### src/rtl/dff_delay_line_prog.sv
`default_nettype none
// ============================================================================
// Module   : dff_delay_line_prog
// Brief    : Multi-bit delay line with a runtime-programmable tap.
//            A valid bit travels with each sample. The line supports a
//            clock-enable stall, a synchronous flush, and output blanking
//            after every tap change.
// Revision : 1.0 - initial release
// ============================================================================
module dff_delay_line_prog #(
    parameter  int WIDTH       = 8,
    parameter  int MAX_TAP     = 16,
    parameter  int DEFAULT_TAP = 3,
    localparam int TAP_W       = $clog2(MAX_TAP + 1)
) (
    input  logic             CLK,
    input  logic             RST,
    input  logic             en,
    input  logic [WIDTH-1:0] in_data,
    input  logic             in_valid,
    input  logic             flush,
    input  logic             tap_load,
    input  logic [TAP_W-1:0] tap_sel,
    output logic [WIDTH-1:0] out_data,
    output logic             out_valid,
    output logic             busy,
    output logic [TAP_W-1:0] tap_cur
);

    localparam int               IDX_W         = (MAX_TAP > 1) ? $clog2(MAX_TAP) : 1;
    localparam logic [TAP_W-1:0] MAX_TAP_C     = TAP_W'(MAX_TAP);
    localparam logic [TAP_W-1:0] DEFAULT_TAP_C = TAP_W'(DEFAULT_TAP);
    localparam logic [TAP_W-1:0] ONE_C         = TAP_W'(1);

    logic [WIDTH-1:0]   data_q [MAX_TAP];
    logic [WIDTH-1:0]   data_d [MAX_TAP];
    logic [MAX_TAP-1:0] valid_q;
    logic [MAX_TAP-1:0] valid_d;
    logic [TAP_W-1:0]   tap_q;
    logic [TAP_W-1:0]   tap_d;
    logic [TAP_W-1:0]   blank_q;
    logic [TAP_W-1:0]   blank_d;
    logic [TAP_W-1:0]   tap_clamped;
    logic [IDX_W-1:0]   out_idx;

    // Clamp the requested delay into the legal range 1..MAX_TAP.
    always_comb begin
        tap_clamped = tap_sel;
        if (tap_sel == '0) begin
            tap_clamped = ONE_C;
        end else if (tap_sel > MAX_TAP_C) begin
            tap_clamped = MAX_TAP_C;
        end
    end

    // Next-state logic: flush beats shift and owns the blanking counter;
    // a tap load arms blanking without decrementing on its own edge.
    always_comb begin
        data_d  = data_q;
        valid_d = valid_q;
        tap_d   = tap_q;
        blank_d = blank_q;
        if (flush) begin
            valid_d = '0;
            blank_d = '0;
            if (tap_load) begin
                tap_d = tap_clamped;
            end
        end else begin
            if (en) begin
                data_d[0] = in_data;
                for (int k = 1; k < MAX_TAP; k++) begin
                    data_d[k] = data_q[k-1];
                end
                valid_d = {valid_q[MAX_TAP-2:0], in_valid};
            end
            if (tap_load) begin
                tap_d   = tap_clamped;
                blank_d = tap_clamped;
            end else if (en && (blank_q != '0)) begin
                blank_d = blank_q - ONE_C;
            end
        end
    end

    // State registers with asynchronous active-low clear.
    always_ff @(posedge CLK or negedge RST) begin
        if (!RST) begin
            for (int k = 0; k < MAX_TAP; k++) begin
                data_q[k] <= '0;
            end
            valid_q <= '0;
            tap_q   <= DEFAULT_TAP_C;
            blank_q <= '0;
        end else begin
            data_q  <= data_d;
            valid_q <= valid_d;
            tap_q   <= tap_d;
            blank_q <= blank_d;
        end
    end

    // Output tap mux: stage tap_cur-1 holds a sample delayed tap_cur edges.
    always_comb begin
        out_idx   = IDX_W'(tap_q - ONE_C);
        out_data  = data_q[out_idx];
        out_valid = valid_q[out_idx] & (blank_q == '0);
        busy      = (blank_q != '0);
        tap_cur   = tap_q;
    end

endmodule
`default_nettype wire
### config.mk
export PLATFORM = sky130hd
export DESIGN_NAME = dff_delay_line_prog
export DESIGN_NICKNAME = d
export VERILOG_FILES = /design/src/rtl/dff_delay_line_prog.sv
export SDC_FILE = /design/constraint.sdc
export NUM_CORES = 1
export LEC_CHECK = 0
export BUFFER_PORTS_ARGS = -buffer_cell sky130_fd_sc_hd__buf_4
export CORE_MARGIN = 4
export CORE_UTILIZATION = 40
export CTS_CLUSTER_SIZE = 28
export DETAILED_ROUTE_END_ITERATION = 16
export PLACE_DENSITY_LB_ADDON = 0.1
export SLEW_MARGIN = 30
export SYNTH_ARGS = -nofsm -noshare
export SYNTH_HDL_FRONTEND = slang
export SYNTH_SLANG_ARGS = --single-unit
### constraint.sdc
create_clock -name CLK -period 3.15 [get_ports CLK]
set_input_delay 0.63 -clock CLK [delete_from_list [all_inputs] [get_ports CLK]]
set_output_delay 0.63 -clock CLK [all_outputs]
set_load 0.005 [all_outputs]
==> results.json, run 1 <==
{
  "final_cell_mix": "dfrtp_1, mux2_2, nand2_1",
  "syn-instance-count": 527,
  "drv_cap": 0,
  "grt_usage": 0.157,
  "mostFrequentLayoutCell": "dfrtp_1",
  "clkSinkCount": 154,
  "cp.arrival_ps": 2570,
  "rsz0062_at_grt": "yes",
  "numCtsBuffers": 17,
  "reg2reg_slack_ps": 1140,
  "cp_data_required_time_ps": 2520,
  "crit_top_cell": "mux4_2",
  "synth_compound_area_frac": 0.0388,
  "dr.pass1.iters": 4,
  "antenna_found_initial": 0,
  "cp_slowest_stage_delay_ps": 570,
  "die_h_um": 141,
  "synth.avg_cell_area_um2": 13.4,
  "netlist_area_um2": 7090,
  "violations": "setup timing",
  "p_sw_frac": 0.285,
  "portBuffers": 33,
  "synth_top_family_by_area": "multiplexers",
  "yosys.area_share.simple": 0.0641,
  "post-route-util": 0.485,
  "totalWireLength_um": 14600,
  "die_x_um": 141,
  "slew_viol_final": 0,
  "drive_gt1_frac": 0.434,
  "ys_seq_area_frac": 0.544,
  "power.share.clock": 0.288,
  "grt_max_degree": 129,
  "area_delta_synth_final_pct": 18.7,
  "routedWlPerCell_um": 18.2,
  "hpwlAfterDp_um": 8870,
  "setup-tns-final_ps": -48.4,
  "synth_fa_ha_area_frac": 0.00353,
  "antenna_cells": 0,
  "holdWs_ps": 221,
  "cts_tree": "built",
  "max_freq_mhz": 313,
  "vias": 4276,
  "fin_crit_ps": 3200,
  "ys_ff_latch": 154,
  "synth_edf_count": 0,
  "synthDistinctLibCells": 37,
  "pre_cts_ws_ps": -98.1,
  "endpoint_kind": "output port",
  "antenna_left": 0,
  "grt_pass1_vias": 4678,
  "grt_pass1_wl_um": 24200,
  "cp_max_fo": 3,
  "nets": 586,
  "routed_via_density": 5.33,
  "r2r-start": "blank_q[0]",
  "timing.final.setup_violations": 1,
  "die_area_um2": 19900,
  "root_buffer": "clkbuf_16",
  "cp-start-kind": "flop",
  "p_comb_frac": 0.259,
  "hold_path.class": "in -> async",
  "core-area_um2": 17400,
  "final_cells": 803,
  "synth_top_area_cell": "dfrtp_1",
  "hold_buffers": 0,
  "critical_path_class": "reg -> out",
  "yosysWarnings": 0,
  "drc": 0,
  "clk_path_buf_depth": 2,
  "synth_top_flop_cell": "dfrtp_1",
  "dr.first_iter.drc_count": 139,
  "p_int_mw": 5.04,
  "slew-limit-headroom": 0.498,
  "gr-total-overflow": 0,
  "critPathBufInv": 2,
  "ys_top_cells_by_area": "dfrtp_1, mux2_2, mux4_2",
  "gp_congestion": 0.757,
  "setup.worst_path.start": "tap_cur[0]",
  "fin_crit_sh": 1.02,
  "cp_top_family": "multiplexers",
  "final_hold_viol_count": 0,
  "clock_latency_ps": 420,
  "setup_slack_ps": -48.4,
  "leakagePower_nw": 3.76,
  "synth_top_area_share": 0.537,
  "ir_drop_mv": 0.464,
  "clkTransAtPathRegs_ps": 60,
  "tightest_slew_ps": 753,
  "outcome": "finished with violations",
  "finClkSkew_ps": 7.23,
  "synthArstFlopShare": 1.00,
  "num_rows": 48,
  "power.share.sequential": 0.454,
  "cp_slowest_cell": "dfstp_2",
  "htree_levels": 4,
  "path_cells": "inv_4 > ha_4 > mux4_2 > mux4_2 > nor2b_4 > buf_6",
  "io_pins": 34,
  "p_sw_mw": 2.01,
  "p_per_area_nw_per_um2": 838,
  "syn_nets": 548,
  "synthMuxAreaShare": 0.316,
  "synth_xor_area_frac": 0.00477,
  "placedCellCount": 763,
  "start_util": 0.408
}
sequential cells by signal, summed over array words and instances (netlist names):
signal,cells
data_q,128
blank_q,5
tap_cur,5
valid_q,16
final cells by class:
type	count	area [um^2]
flip-flops and latches	154	3860
well taps	225	282
clock buffers	21	440
multi-input cells	330	3110
clock inverters	11	148
inverters	9	36.3
repair buffers	53	539
fillers	1574	8950
final timing paths:
path / end / cells after the start
setup / recovery: out_valid / 6
hold / removal: data_q[100] / 1
setup reg to reg: blank_q[2] / 6
hold reg to reg: data_q[7] / 1
max in group asynchronous: data_q[41] / 2
min in group CLK: data_q[124] / 2
routing by layer:
| layer | global-route usage | vias up | share of wire |
|---|---|---|---|
| met5 | 0 | - | 0 |
| met4 | 0.0632 | 0 | 0.017 |
| met3 | 0.0363 | 20 | 0.032 |
| met2 | 0.251 | 56 | 0.50 |
| met1 | 0.207 | 2226 | 0.45 |
| li1 | - | 1974 | - |
through the flow:
stage                     power (mW)  instance area (um^2)
after floorplan                 4.34                  7090
after global placement          4.90                  7620
after detailed placement        4.97                  7620
after CTS                       7.11                  8320
after global routing            7.49                  8410
final                           7.05                  8410
cell usage after synthesis (5+ instances only):
cell type,n
dfrtp_1,152
mux2_2,128
nand2_1,62
mux2i_1,32
nor2_1,21
mux4_2,20
buf_2,19
nand3_1,16
inv_1,9
a221oi_1,8
o21ai_0,8
a32o_1,6
clkbuf_1,6
buf_1,5
power groups by stage:
stage | Combinational [mW] | Sequential [mW] | Clock [mW]
2_1_floorplan | 1.31 | 3.04 | 0
3_3_place_gp | 1.70 | 3.21 | 0
3_5_place_dp | 1.74 | 3.23 | 0
4_1_cts | 1.82 | 3.20 | 2.09
5_1_grt | 2.00 | 3.30 | 2.19
6_report | 1.82 | 3.20 | 2.03
repair_timing:
| item | in CTS | in global routing |
|---|---|---|
| setup buffers | 3 | 3 |
| gates resized for setup | 13 | 13 |
| endpoints found under the setup margin | 9 | 9 |
| gates cloned | 2 | 0 |
| pin swaps | 1 | 4 |
cells by family after synthesis:
kind of cell / count (synthesis)
xor gates and xnor gates: 3
muxes: 181
DFF: 154
adders and majority gates: 2
AOI/OAI and AO/OA: 35
and+or+nand+nor: 109
buffers and inverters: 43
Power figures use the tool's default switching activity.
==> inputs of run 2 (changes only) <==
Settings changed: CORE_ASPECT_RATIO from default to 1.75.
Clock period 3.15 ns to 2.6 ns, I/O delays scaled along.
==> run 2 against run 1 <==
The flow still finishes with violations (setup timing). Largest power group unchanged. Sequential cell count unchanged. Critical endpoint unchanged. Critical path depth did not move. Sequential share of layout area fell by 1.5 points. Clock-buffer cell count down 2. Utilization grew 1.3 points.
==> results.json, run 2 (synthesis results as in run 1) <==
{
  "cp_data_required_time_ps": 2080,
  "final_hold_viol_count": 0,
  "cp_slowest_cell": "dfstp_2",
  "ir_drop_mv": 0.451,
  "clock_latency_ps": 420,
  "htree_levels": 4,
  "grt_max_degree": 73,
  "max_freq_mhz": 327,
  "nets": 604,
  "drive_gt1_frac": 0.470,
  "slew-limit-headroom": 0.541,
  "clk_path_buf_depth": 2,
  "start_util": 0.406,
  "timing.final.setup_violations": 9,
  "fin_crit_ps": 3060,
  "fin_crit_sh": 1.18,
  "p_per_area_nw_per_um2": 1010,
  "io_pins": 34,
  "p_total_mw": 8.81,
  "path_depth": 6,
  "critPathBufInv": 2,
  "num_rows": 64,
  "largest_reg_flops": 128,
  "portBuffers": 33,
  "endpoint_kind": "output port",
  "largest-register": "data_q",
  "die_h_um": 184,
  "layout_top_registers": "data_q (128), valid_q (16)",
  "cp.arrival_ps": 2540,
  "gp_congestion": 0.721,
  "grt_pass1_wl_um": 24400,
  "grt_pass1_vias": 4581,
  "reg2reg_slack_ps": 630,
  "crit_top_cell": "mux4_2",
  "cts_tree": "built",
  "vias": 4385,
  "cp_top_family": "multiplexers",
  "gr-total-overflow": 0,
  "endpoint": "out_valid",
  "reg2reg_depth": 6,
  "drc": 0,
  "pre_cts_ws_ps": -244,
  "antenna_left": 0,
  "setup_slack_ps": -460,
  "cp_slowest_stage_delay_ps": 570,
  "hold_buffers": 0,
  "totalWireLength_um": 15200,
  "tightest_slew_ps": 688,
  "path_cells": "inv_6 > ha_4 > mux4_2 > mux4_2 > nor2b_4 > buf_6",
  "numCtsBuffers": 17,
  "r2r_end": "blank_q[2]",
  "hpwlAfterDp_um": 9550,
  "core-area_um2": 17500,
  "setup.worst_path.start": "tap_cur[0]",
  "mostFrequentLayoutCell": "dfrtp_1",
  "cp_max_fo": 3,
  "dr.pass1.iters": 4,
  "cp-start-kind": "flop",
  "antenna_found_initial": 0,
  "root_buffer": "clkbuf_16",
  "grt_usage": 0.157,
  "rsz0062_at_grt": "yes",
  "die_x_um": 109,
  "routedWlPerCell_um": 18.4,
  "drv_cap": 0,
  "leakagePower_nw": 3.92,
  "outcome": "finished with violations",
  "dr.first_iter.drc_count": 178,
  "clkSinkCount": 154,
  "slew_viol_final": 0,
  "r2r-start": "blank_q[0]",
  "routed_via_density": 5.30,
  "finClkSkew_ps": 6.11,
  "clkTransAtPathRegs_ps": 60,
  "violations": "setup timing",
  "area_delta_synth_final_pct": 22.6,
  "hold_path.class": "in -> async",
  "final_cell_mix": "dfrtp_1, mux2_2, nand2_1",
  "critical_path_class": "reg -> out",
  "die_area_um2": 20000,
  "antenna_cells": 0
}
==> run 2: changes by cell type in the layout (fill, tap and decap cells not counted), moves of 5 or more <==
| cell | change |
|---|---|
| nand2_2 | +5 |
| nand2_1 | -5 |
| buf_4 | +13 |
| buf_12 | +5 |
==> run 2: worst min path at each step <==
| stage | startpoint | end | cells past startpoint |
|---|---|---|---|
| finish | RST | data_q[13] | 1 |
| global route | RST | data_q[13] | 1 |
| CTS | RST | data_q[13] | 1 |
| detailed placement | data_q[5] | data_q[5] | 1 |
| global placement | data_q[2] | data_q[2] | 1 |
| floorplan | RST | blank_q[0] | 0 |
==> run 2: layer usage <==
metal / global-route usage / part of all wire / up-vias
met5: 0 / 0 / -
met1: 0.219 / 0.46 / 2287
met4: 0.0531 / 0.014 / 0
li1: - / - / 2015
met3: 0.0299 / 0.025 / 17
met2: 0.245 / 0.50 / 66
==> run 2: through the flow <==
| stage | cells | TNS, ps | cell area, um^2 | util | hold slack (ps) |
|---|---|---|---|---|---|
| 2_1_floorplan | 527 | -265 | 7130 | - | 224 |
| 3_3_place_gp | 783 | -1530 | 7810 | 0.448 | 487 |
| 3_5_place_dp | 783 | -1780 | 7810 | 0.448 | 491 |
| 4_1_cts | 818 | -3930 | 8470 | 0.485 | 152 |
| 5_1_grt | 827 | -3970 | 8690 | 0.498 | 166 |
| 6_report | 827 | -3330 | 8690 | 0.498 | 117 |
==> run 2: where the power goes <==
part,switching [mW],internal (mW)
clock network,1.02,1.57
registers,0.627,3.26
logic,0.924,1.42
total,2.57,6.24
==> run 2: area by class of cell <==
cell class / count / area [um^2]
sequential: 154 / 3860
multi-input combinational: 330 / 3140
clock buffer: 19 / 453
fill: 1606 / 8770
tap: 231 / 289
inverter: 9 / 38.8
clock inverter: 13 / 168
timing repair buffer: 71 / 743
==> run 2: what timing repair did <==
action                     4_1_cts  5_1_grt
resized for setup                4       16
setup buffers                    3        5
setup endpoints to repair        9        9
cloned                           0        4
pin swaps                        2        6
==> run 2: worst reg2reg max path, delay by kind of cell (launching register included) <==
| kind | cells | cell delay, ps |
|---|---|---|
| fa+ha+maj | 1 | 190 |
| simple gates | 2 | 700 |
| compound gates | 2 | 500 |
| flops | 1 | 410 |
| buf+inv | 1 | 70 |
==> inputs of run 3 (changes only) <==
Settings changed: ABC_AREA from default to 1, CAP_MARGIN from default to 20.
==> run 3 against run 2 <==
Sequential power down 23%. Critical endpoint is now out_data[6]. Largest cell class unchanged. The run ends with hold timing, setup timing left. Register-to-register slack gained 410 ps. Critical path depth grew 4. Routed wire length up 20%. Fmax rose by 11%. Combinational power shrank 26%. Sequential share of layout area is 0.45 points lower. Final cell count increased by 37%. Clock skew about the same. Critical path type unchanged.
==> results.json, run 3 <==
{
  "dr.first_iter.drc_count": 354,
  "hold_path.class": "in -> async",
  "ys_ff_latch": 154,
  "fin_area_um2": 8790,
  "synthArstFlopShare": 1.00,
  "seq_area_um2": 3860,
  "largest-register": "data_q",
  "synth.avg_cell_area_um2": 8.41,
  "synth_top_area_cell": "dfrtp_1",
  "critical_path_class": "reg -> out",
  "cp_data_required_time_ps": 2080,
  "reg2reg_depth": 6,
  "timing.final.setup_violations": 9,
  "gp_congestion": 0.770,
  "netlist_area_um2": 7200,
  "violations": "hold timing, setup timing",
  "power.share.sequential": 0.388,
  "start_util": 0.409,
  "drv_cap": 0,
  "cp.arrival_ps": 2230,
  "critPathBufInv": 5,
  "ys_top_cells_by_area": "dfrtp_1, nand2_1, o21ai_0",
  "outcome": "finished with violations",
  "routed_via_density": 5.22,
  "endpoint_kind": "output port",
  "yosysWarnings": 0,
  "clkTransAtPathRegs_ps": 60,
  "htree_levels": 4,
  "num_rows": 64,
  "cts_tree": "built",
  "antenna_cells": 0,
  "synthDistinctLibCells": 26,
  "clkSinkCount": 154,
  "die_h_um": 186,
  "ir_drop_mv": 0.519,
  "slew_viol_final": 0,
  "grt_pass1_vias": 5859,
  "max_freq_mhz": 364,
  "dpl_cell_area_um2": 7600,
  "p_comb_frac": 0.223,
  "rsz0062_at_grt": "yes",
  "die_x_um": 109,
  "fin_crit_sh": 1.06,
  "r2r-start": "blank_q[0]",
  "tightest_slew_ps": 796,
  "dr.pass1.iters": 5,
  "synth_common_cells": "dfrtp_1, nand2_1, o21ai_0",
  "cp_slowest_cell": "dfstp_4",
  "reg2reg_slack_ps": 1040,
  "layout_top_registers": "data_q (128), valid_q (16)",
  "die_area_um2": 20300,
  "hold_buffers": 0,
  "p_int_mw": 5.54,
  "r2r_end": "blank_q[4]",
  "syn-instance-count": 857,
  "cp_slowest_stage_delay_ps": 630,
  "nets": 907,
  "largest_reg_flops": 128,
  "mostFrequentLayoutCell": "dfrtp_1",
  "cp-start-kind": "flop",
  "multi_input_area_um2": 2730,
  "p_sw_frac": 0.282,
  "drive_gt1_frac": 0.151,
  "gr-total-overflow": 0,
  "leakagePower_nw": 4.08,
  "antenna_left": 0,
  "p_total_mw": 7.72,
  "drc": 0,
  "antenna_found_initial": 0,
  "numCtsBuffers": 17,
  "fin_crit_ps": 2750,
  "io_pins": 34,
  "final_hold_viol_count": 1,
  "p_per_area_nw_per_um2": 879,
  "slew-limit-headroom": 0.469,
  "final_cell_mix": "dfrtp_1, nand2_1, inv_1",
  "holdWs_ps": -0.287,
  "vias": 5889,
  "grt_max_degree": 94,
  "finClkSkew_ps": 6.21,
  "routedWlPerCell_um": 16.1,
  "cp_top_family": "flip-flops",
  "root_buffer": "clkbuf_16",
  "synth_top_area_share": 0.528,
  "ys_seq_area_frac": 0.535,
  "core-area_um2": 17600,
  "final_cells": 1129,
  "portBuffers": 33,
  "setup_slack_ps": -147,
  "grt_usage": 0.186,
  "placedCellCount": 1080,
  "path_cells": "inv_4 > ha_4 > buf_6 > buf_8 > buf_16 > o211ai_1 > nand3_1 > nand3_1 > nand2_2 > buf_6",
  "synth_edf_count": 0,
  "power.share.clock": 0.389,
  "synthMostInstantiatedCell": "dfrtp_1",
  "n_fill_cell": 1681,
  "syn_nets": 878,
  "clock_latency_ps": 430,
  "p_sw_mw": 2.18,
  "area_delta_synth_final_pct": 22.0,
  "totalWireLength_um": 18200,
  "hpwlAfterDp_um": 10200,
  "synth_top_flop_cell": "dfrtp_1",
  "cp_max_fo": 6,
  "grt_pass1_wl_um": 29300,
  "clk_path_buf_depth": 2
}
run 3: power groups by stage:
stage	logic [mW]	clock network, mW	registers (mW)
global route	1.94	3.15	3.04
detailed placement	1.43	0	3.04
finish	1.72	3.00	3.00
CTS	1.71	3.06	3.00
global placement	1.39	0	3.02
floorplan	0.969	0	2.98
run 3: layer usage:
metal,GRT usage,part of all wire,vias to the layer above
met5,0,0,-
met4,0.0654,0.022,0
met3,0.0375,0.031,27
met2,0.323,0.51,92
met1,0.228,0.43,2889
li1,-,-,2881
run 3: layout make-up:
type | instances | share of cell area
clock inverter | 12 | 0.0306
tap | 231 | 0.0329
inverter | 97 | 0.0417
multi-input combinational | 547 | 0.310
sequential | 154 | 0.439
clock buffer | 19 | 0.0504
timing repair buffer | 69 | 0.0947
run 3: worst max-delay path by stage:
stage / from / to / slack [ps] / cells after the start
after floorplan: tap_cur[0] / out_data[5] / 210 / 11
after global placement: tap_cur[0] / out_data[6] / 210 / 9
after detailed placement: tap_cur[0] / out_data[6] / 200 / 9
after CTS: tap_cur[0] / out_data[4] / -180 / 11
after global routing: tap_cur[0] / out_data[3] / -260 / 11
final: tap_cur[0] / out_data[6] / -150 / 10
run 3: through the flow:
stage | util | setup TNS [ps] | setup WS [ps]
6_report | 0.499 | -1150 | -147
5_1_grt | 0.499 | -2090 | -256
4_1_cts | 0.496 | -1470 | -179
3_5_place_dp | 0.432 | 0 | 200
3_3_place_gp | 0.432 | 0 | 207
2_1_floorplan | - | 0 | 211
run 3: worst reg2reg max path, delay by kind of cell (launching register included):
kind / cells / cell delay, ps
simple gates: 3 / 510
flops: 1 / 360
fa+ha+maj: 1 / 260
compound gates: 1 / 210
buf+inv: 1 / 130
run 3: kinds of logic after synthesis:
kind of cell,after synthesis,share of synthesized area
DFF,154,0.535
AOI/OAI and AO/OA,256,0.196
buffers and inverters,156,0.0997
and+or+nand+nor,289,0.165
adders and majority gates,2,0.00347
run 3: timing repair:
action / 4_1_cts / 5_1_grt
setup buffers: 10 / 0
gates resized for setup: 48 / 18
setup endpoints to repair: 9 / 9
cloned: 8 / 2
pin swaps: 30 / 12
